<file path="config.mk">
export PLATFORM = sky130hd
export DESIGN_NAME = counter_sched
export DESIGN_NICKNAME = d
export VERILOG_FILES = /design/src/rtl/counter_sched.sv
export SDC_FILE = /design/constraint.sdc
export NUM_CORES = 1
export LEC_CHECK = 0
export CAP_MARGIN = 20
export CELL_PAD_IN_SITES_DETAIL_PLACEMENT = 0
export CELL_PAD_IN_SITES_GLOBAL_PLACEMENT = 1
export CORE_MARGIN = 1.5
export CORE_UTILIZATION = 45
export CTS_BUF_LIST = sky130_fd_sc_hd__clkbuf_16
export DETAILED_ROUTE_END_ITERATION = 8
export DONT_BUFFER_PORTS = 1
export PLACE_DENSITY_LB_ADDON = 0.1
export SLEW_MARGIN = 20
export SYNTH_ARGS = -nofsm -noshare
export SYNTH_HDL_FRONTEND = slang
export SYNTH_SLANG_ARGS = --single-unit
</file>
<file path="constraint.sdc">
create_clock -name clk -period 3.05 [get_ports clk]
set_input_delay 0.4575 -clock clk [delete_from_list [all_inputs] [get_ports clk]]
set_output_delay 0.4575 -clock clk [all_outputs]
set_load 0.03 [all_outputs]
</file>
<file path="src/rtl/counter_sched.sv">
// Round-robin scheduler sharing one up-counter among NUM_REQ requesters.
// Optional `COUNTER_SCHED_CANCEL_EN: owner dropping its request during RUN abandons the interval.
module counter_sched #(
    parameter int NUM_REQ     = 4,
    parameter int COUNT_WIDTH = 32
) (
    input  logic                             clk,
    input  logic                             i_reset,
    input  logic [NUM_REQ-1:0]               i_req,
    input  logic [NUM_REQ*COUNT_WIDTH-1:0]   i_duration,
    output logic [NUM_REQ-1:0]               o_grant,
    output logic [NUM_REQ-1:0]               o_done,
    output logic                             o_busy,
    output logic [COUNT_WIDTH-1:0]           o_count
);

    localparam int IDX_W = $clog2(NUM_REQ);

    typedef enum logic [1:0] {
        S_IDLE,
        S_RUN,
        S_DONE
    } state_t;

    state_t                 r_state;
    logic [NUM_REQ-1:0]     r_grant;
    logic [NUM_REQ-1:0]     r_done;
    logic                   r_busy;
    logic [COUNT_WIDTH-1:0] r_count;
    logic [COUNT_WIDTH-1:0] r_dur;
    logic [IDX_W-1:0]       r_last_grant;

    logic [COUNT_WIDTH-1:0] w_dur  [NUM_REQ];
    logic [IDX_W-1:0]       w_cand [NUM_REQ];
    logic [IDX_W-1:0]       w_win_idx;
    logic                   w_cancel;

    // w_cand[gi] is the requester at round-robin distance gi+1 from the last owner.
    generate
        for (genvar gi = 0; gi < NUM_REQ; gi++) begin : g_rr
            logic [IDX_W:0] w_sum;
            assign w_dur[gi]  = i_duration[gi*COUNT_WIDTH +: COUNT_WIDTH];
            assign w_sum      = {1'b0, r_last_grant} + (IDX_W+1)'(gi + 1);
            assign w_cand[gi] = (w_sum >= (IDX_W+1)'(NUM_REQ)) ?
                                IDX_W'(w_sum - (IDX_W+1)'(NUM_REQ)) : IDX_W'(w_sum);
        end
    endgenerate

    // Scan farthest to nearest so the nearest pending requester wins.
    always_comb begin
        w_win_idx = '0;
        for (int k = NUM_REQ - 1; k >= 0; k--) begin
            if (i_req[w_cand[k]]) begin
                w_win_idx = w_cand[k];
            end
        end
    end

`ifdef COUNTER_SCHED_CANCEL_EN
    assign w_cancel = ~|(i_req & r_grant);
`else
    assign w_cancel = 1'b0;
`endif

    always_ff @(posedge clk) begin
        if (i_reset) begin
            r_state      <= S_IDLE;
            r_grant      <= '0;
            r_done       <= '0;
            r_busy       <= 1'b0;
            r_count      <= '0;
            r_dur        <= '0;
            r_last_grant <= IDX_W'(NUM_REQ - 1);
        end else begin
            r_done <= '0;
            case (r_state)
                S_IDLE: begin
                    if (|i_req) begin
                        r_state      <= S_RUN;
                        r_grant      <= NUM_REQ'(1) << w_win_idx;
                        r_busy       <= 1'b1;
                        r_count      <= '0;
                        r_dur        <= w_dur[w_win_idx];
                        r_last_grant <= w_win_idx;
                    end
                end
                S_RUN: begin
                    if (w_cancel) begin
                        r_state <= S_IDLE;
                        r_grant <= '0;
                        r_busy  <= 1'b0;
                        r_count <= '0;
                    end else if (r_count == r_dur) begin
                        // Count is held; comparing before incrementing means no wrap at max duration.
                        r_state <= S_DONE;
                        r_done  <= r_grant;
                    end else begin
                        r_count <= r_count + COUNT_WIDTH'(1);
                    end
                end
                S_DONE: begin
                    r_state <= S_IDLE;
                    r_grant <= '0;
                    r_busy  <= 1'b0;
                    r_count <= '0;
                end
                default: begin
                    r_state <= S_IDLE;
                    r_grant <= '0;
                    r_busy  <= 1'b0;
                    r_count <= '0;
                end
            endcase
        end
    end

    assign o_grant = r_grant;
    assign o_done  = r_done;
    assign o_busy  = r_busy;
    assign o_count = r_count;

endmodule
</file>
==> impl_metrics.py <==
metrics = {
    "clocking": {
        "cts_inserted_buffers": 9,
        "cts_max_level": 3,
        "clk_latency_ns": 0.33,
        "clock_sinks": 77,
        "clk_pin_slew_worst_paths_ns": 0.06,
        "ctsHoldBuffers": 0,
        "post_cts_resized": 0,
        "cts_setup_buffers": 0,
        "cts_buffer_depth": 2,
        "clockRootBuffer": "clkbuf_16",
        "cts_tree": "yes",
    },
    "sta": {
        "setup_viol": 0,
        "fmax_mhz": 410,
        "setup_tns_ns": 0,
        "rsz0062_at_grt": "false",
        "slew_headroom_pct": 44.9,
        "hold_ws_ns": 0.199,
        "hold_violations": 0,
        "fin_worst_skew_ns": 0.00546,
        "worst_slew_pin_slew_ns": 0.826,
        "fin_crit_ns": 2.44,
        "period_share_pct": 80.1,
        "slew_viol_final": 0,
    },
    "synthesis": {
        "synth.cell_area_sq_mm": 0.00471,
        "yosysWarnings": 0,
        "yosysTopAreaCellShare_pct": 32.7,
        "synth-edff-count": 0,
        "synth-main-ff-cell": "dfxtp_1",
        "postSynthCellCount": 572,
        "synth.avg_cell_area_sq_um": 8.24,
        "synth.distinct_cells": 55,
        "ys_seq_area_share_pct": 32.7,
        "syn_nets": 707,
        "synth_top_area_cell": "dfxtp_1",
        "ys_async_sr_fraction_pct": 0,
        "ys_seq_elements": 77,
        "synthTopCellsByArea": "dfxtp_1 (33%), nand2_1 (8.0%), mux2_2 (7.9%)",
    },
    "route": {
        "met1_length_um": 6020,
        "vias": 4096,
        "drt-initial-drc-count": 210,
        "dr_wl_met2_um": 5990,
        "viasPerCell": 5.83,
        "antenna_left": 0,
        "wirelength_um": 12900,
        "dr.pass1.iters": 5,
        "top_layer": "met4",
        "drc": 0,
        "wl_met3_um": 658,
        "post_drt_wl_per_cell_um": 18.4,
    },
    "critical_path": {
        "path_class": "flip-flop to flip-flop",
        "critPathLaunchType": "flip-flop",
        "arrival_ns": 2.67,
        "critPathMaxFanout": 33,
        "crit_required_ns": 3.28,
        "cp-end-kind": "flip-flop",
    },
    "floorplanning": {
        "core_sq_mm": 0.0102,
        "ioPinCount": 175,
        "die_area_sq_mm": 0.0111,
        "die_h_um": 105,
        "die_x_um": 105,
        "placementRows": 37,
        "start_util_pct": 46.1,
    },
    "worst_hold_path": {
        "min_path_type": "input port to flip-flop",
    },
    "final_layout": {
        "final_nets": 697,
        "final_cells": 703,
        "fillers": 1007,
        "syn_to_final_growth_pct": 9.58,
        "utilization_pct": 50.5,
        "antenna_cells": 0,
        "drive_gt1_share_pct": 14.3,
    },
    "global_route": {
        "grt_pass1_vias": 3880,
        "grt_start_max_net_pins": 70,
        "antenna_found_initial": 0,
        "track_usage_pct": 23.8,
        "grt_pass1_wl_um": 20600,
        "gr-total-overflow": 0,
    },
    "place": {
        "port_buffers": 0,
        "post-place-cells": 687,
        "place_hpwl_um": 9850,
        "gp_congestion": 0.867,
    },
    "pwr": {
        "cellLeakagePower_nw": 1.90,
        "vdd_drop_max_mv": 0.387,
        "power_density_mw_per_mm2": 563,
    },
    "flow_run": {
        "maxCapViolCount": 0,
    },
    "outcome": {
        "status": "complete, no violations",
    },
}
[layer usage]
layer | GRT usage, % | up-vias
li1 | - | 2052
met1 | 32.7 | 1875
met2 | 37.7 | 151
met3 | 2.78 | 18
met4 | 9.78 | 0
met5 | 0 | -
[worst paths after layout]
| kind | from | cells after the start | slack [ns] | to |
|---|---|---|---|---|
| max reg2reg | o_count[10]$_SDFFE_PP0P_ | 6 | 0.61 | o_count[2]$_SDFFE_PP0P_ |
| min | i_reset | 1 | 0.20 | r_dur[11]$_SDFFE_PP0P_ |
| max | o_count[10]$_SDFFE_PP0P_ | 6 | 0.61 | o_count[2]$_SDFFE_PP0P_ |
| min reg2reg | r_dur[10]$_SDFFE_PP0P_ | 2 | 0.46 | r_dur[10]$_SDFFE_PP0P_ |
[cells by family after synthesis]
group / after synthesis / share of synthesized area [%]
AND/OR/NAND/NOR: 227 / 24.8
adder cells (fa/ha/maj): 1 / 0.265
AO/OA/AOI/OAI: 119 / 16.2
XOR/XNOR: 32 / 5.94
buffers and inverters: 47 / 4.56
flip-flops: 77 / 32.7
multiplexers: 69 / 15.5
[registers in the layout, summed over array words and instances, names as in the netlist]
| signal | flops |
|---|---|
| o_count | 32 |
| r_state | 2 |
| r_last_grant | 2 |
| o_busy | 1 |
| r_dur | 32 |
| o_grant | 4 |
| o_done | 4 |
[stage by stage]
| step | instance area (sq um) | total power, W | setup slack (ns) |
|---|---|---|---|
| 6_report | 5170 | 0.00291 | 0.608 |
| 5_1_grt | 5170 | 0.00306 | 0.476 |
| 4_1_cts | 5170 | 0.00294 | 0.628 |
| 3_5_place_dp | 4880 | 0.00191 | 0.647 |
| 3_3_place_gp | 4880 | 0.00190 | 0.698 |
| 2_1_floorplan | 4710 | 0.00176 | 0.937 |
[area by class of cell]
cell class,instances,area [sq um],area share [%]
inverter,7,26.3,0.509
clock buffer,9,225,4.36
tap,136,170,3.29
multi-input combinational,448,2990,57.9
sequential,77,1540,29.8
timing repair buffer,19,155,3.00
clock inverter,7,57.6,1.11
[power breakdown]
part           internal [W]  total, W  switching [W]
clock network      0.000620   0.00102       0.000402
logic              0.000314  0.000694       0.000380
registers           0.00109   0.00119      0.0000964
total               0.00203   0.00291       0.000878
[placed cells by master (no fill, tap or decap), types with 4 or more instances in the layout]
cell,n
a21o_1,6
or4_1,11
dfxtp_1,77
mux2_2,33
and2_1,7
a21oi_1,45
nand2b_1,10
buf_4,18
inv_1,8
o211ai_1,38
xor2_1,8
clkbuf_16,9
and3_1,7
nand2_1,100
xnor2_1,24
nor3_1,6
o21ai_0,12
nor2_1,26
nand3_1,18
nand4_1,16
or3_1,4
and4_1,4
mux2i_1,36
[cells in the mapped netlist (4+ instances only)]
cell type,number
buf_2,12
dfxtp_1,77
nand2_1,100
clkbuf_1,23
xor2_1,8
a21o_1,6
inv_1,7
nand2b_1,10
nand3_1,18
or3_1,4
xnor2_1,24
and3_1,7
a21oi_1,45
mux2_2,33
nor2_1,26
o211ai_1,38
o21ai_0,12
mux2i_1,36
nor3_1,7
and2_1,7
nand4_1,16
or4_1,11
and4_1,4
[worst max-delay path, stage by stage (launching register included)]
cell	delay, ns
dfxtp_1	0.61
xor2_1	0.19
nor4_1	0.36
and4_1	0.30
and4b_4	0.48
nor2_1	0.14
a31o_2	0.25
(Power assumes the default switching activity.)
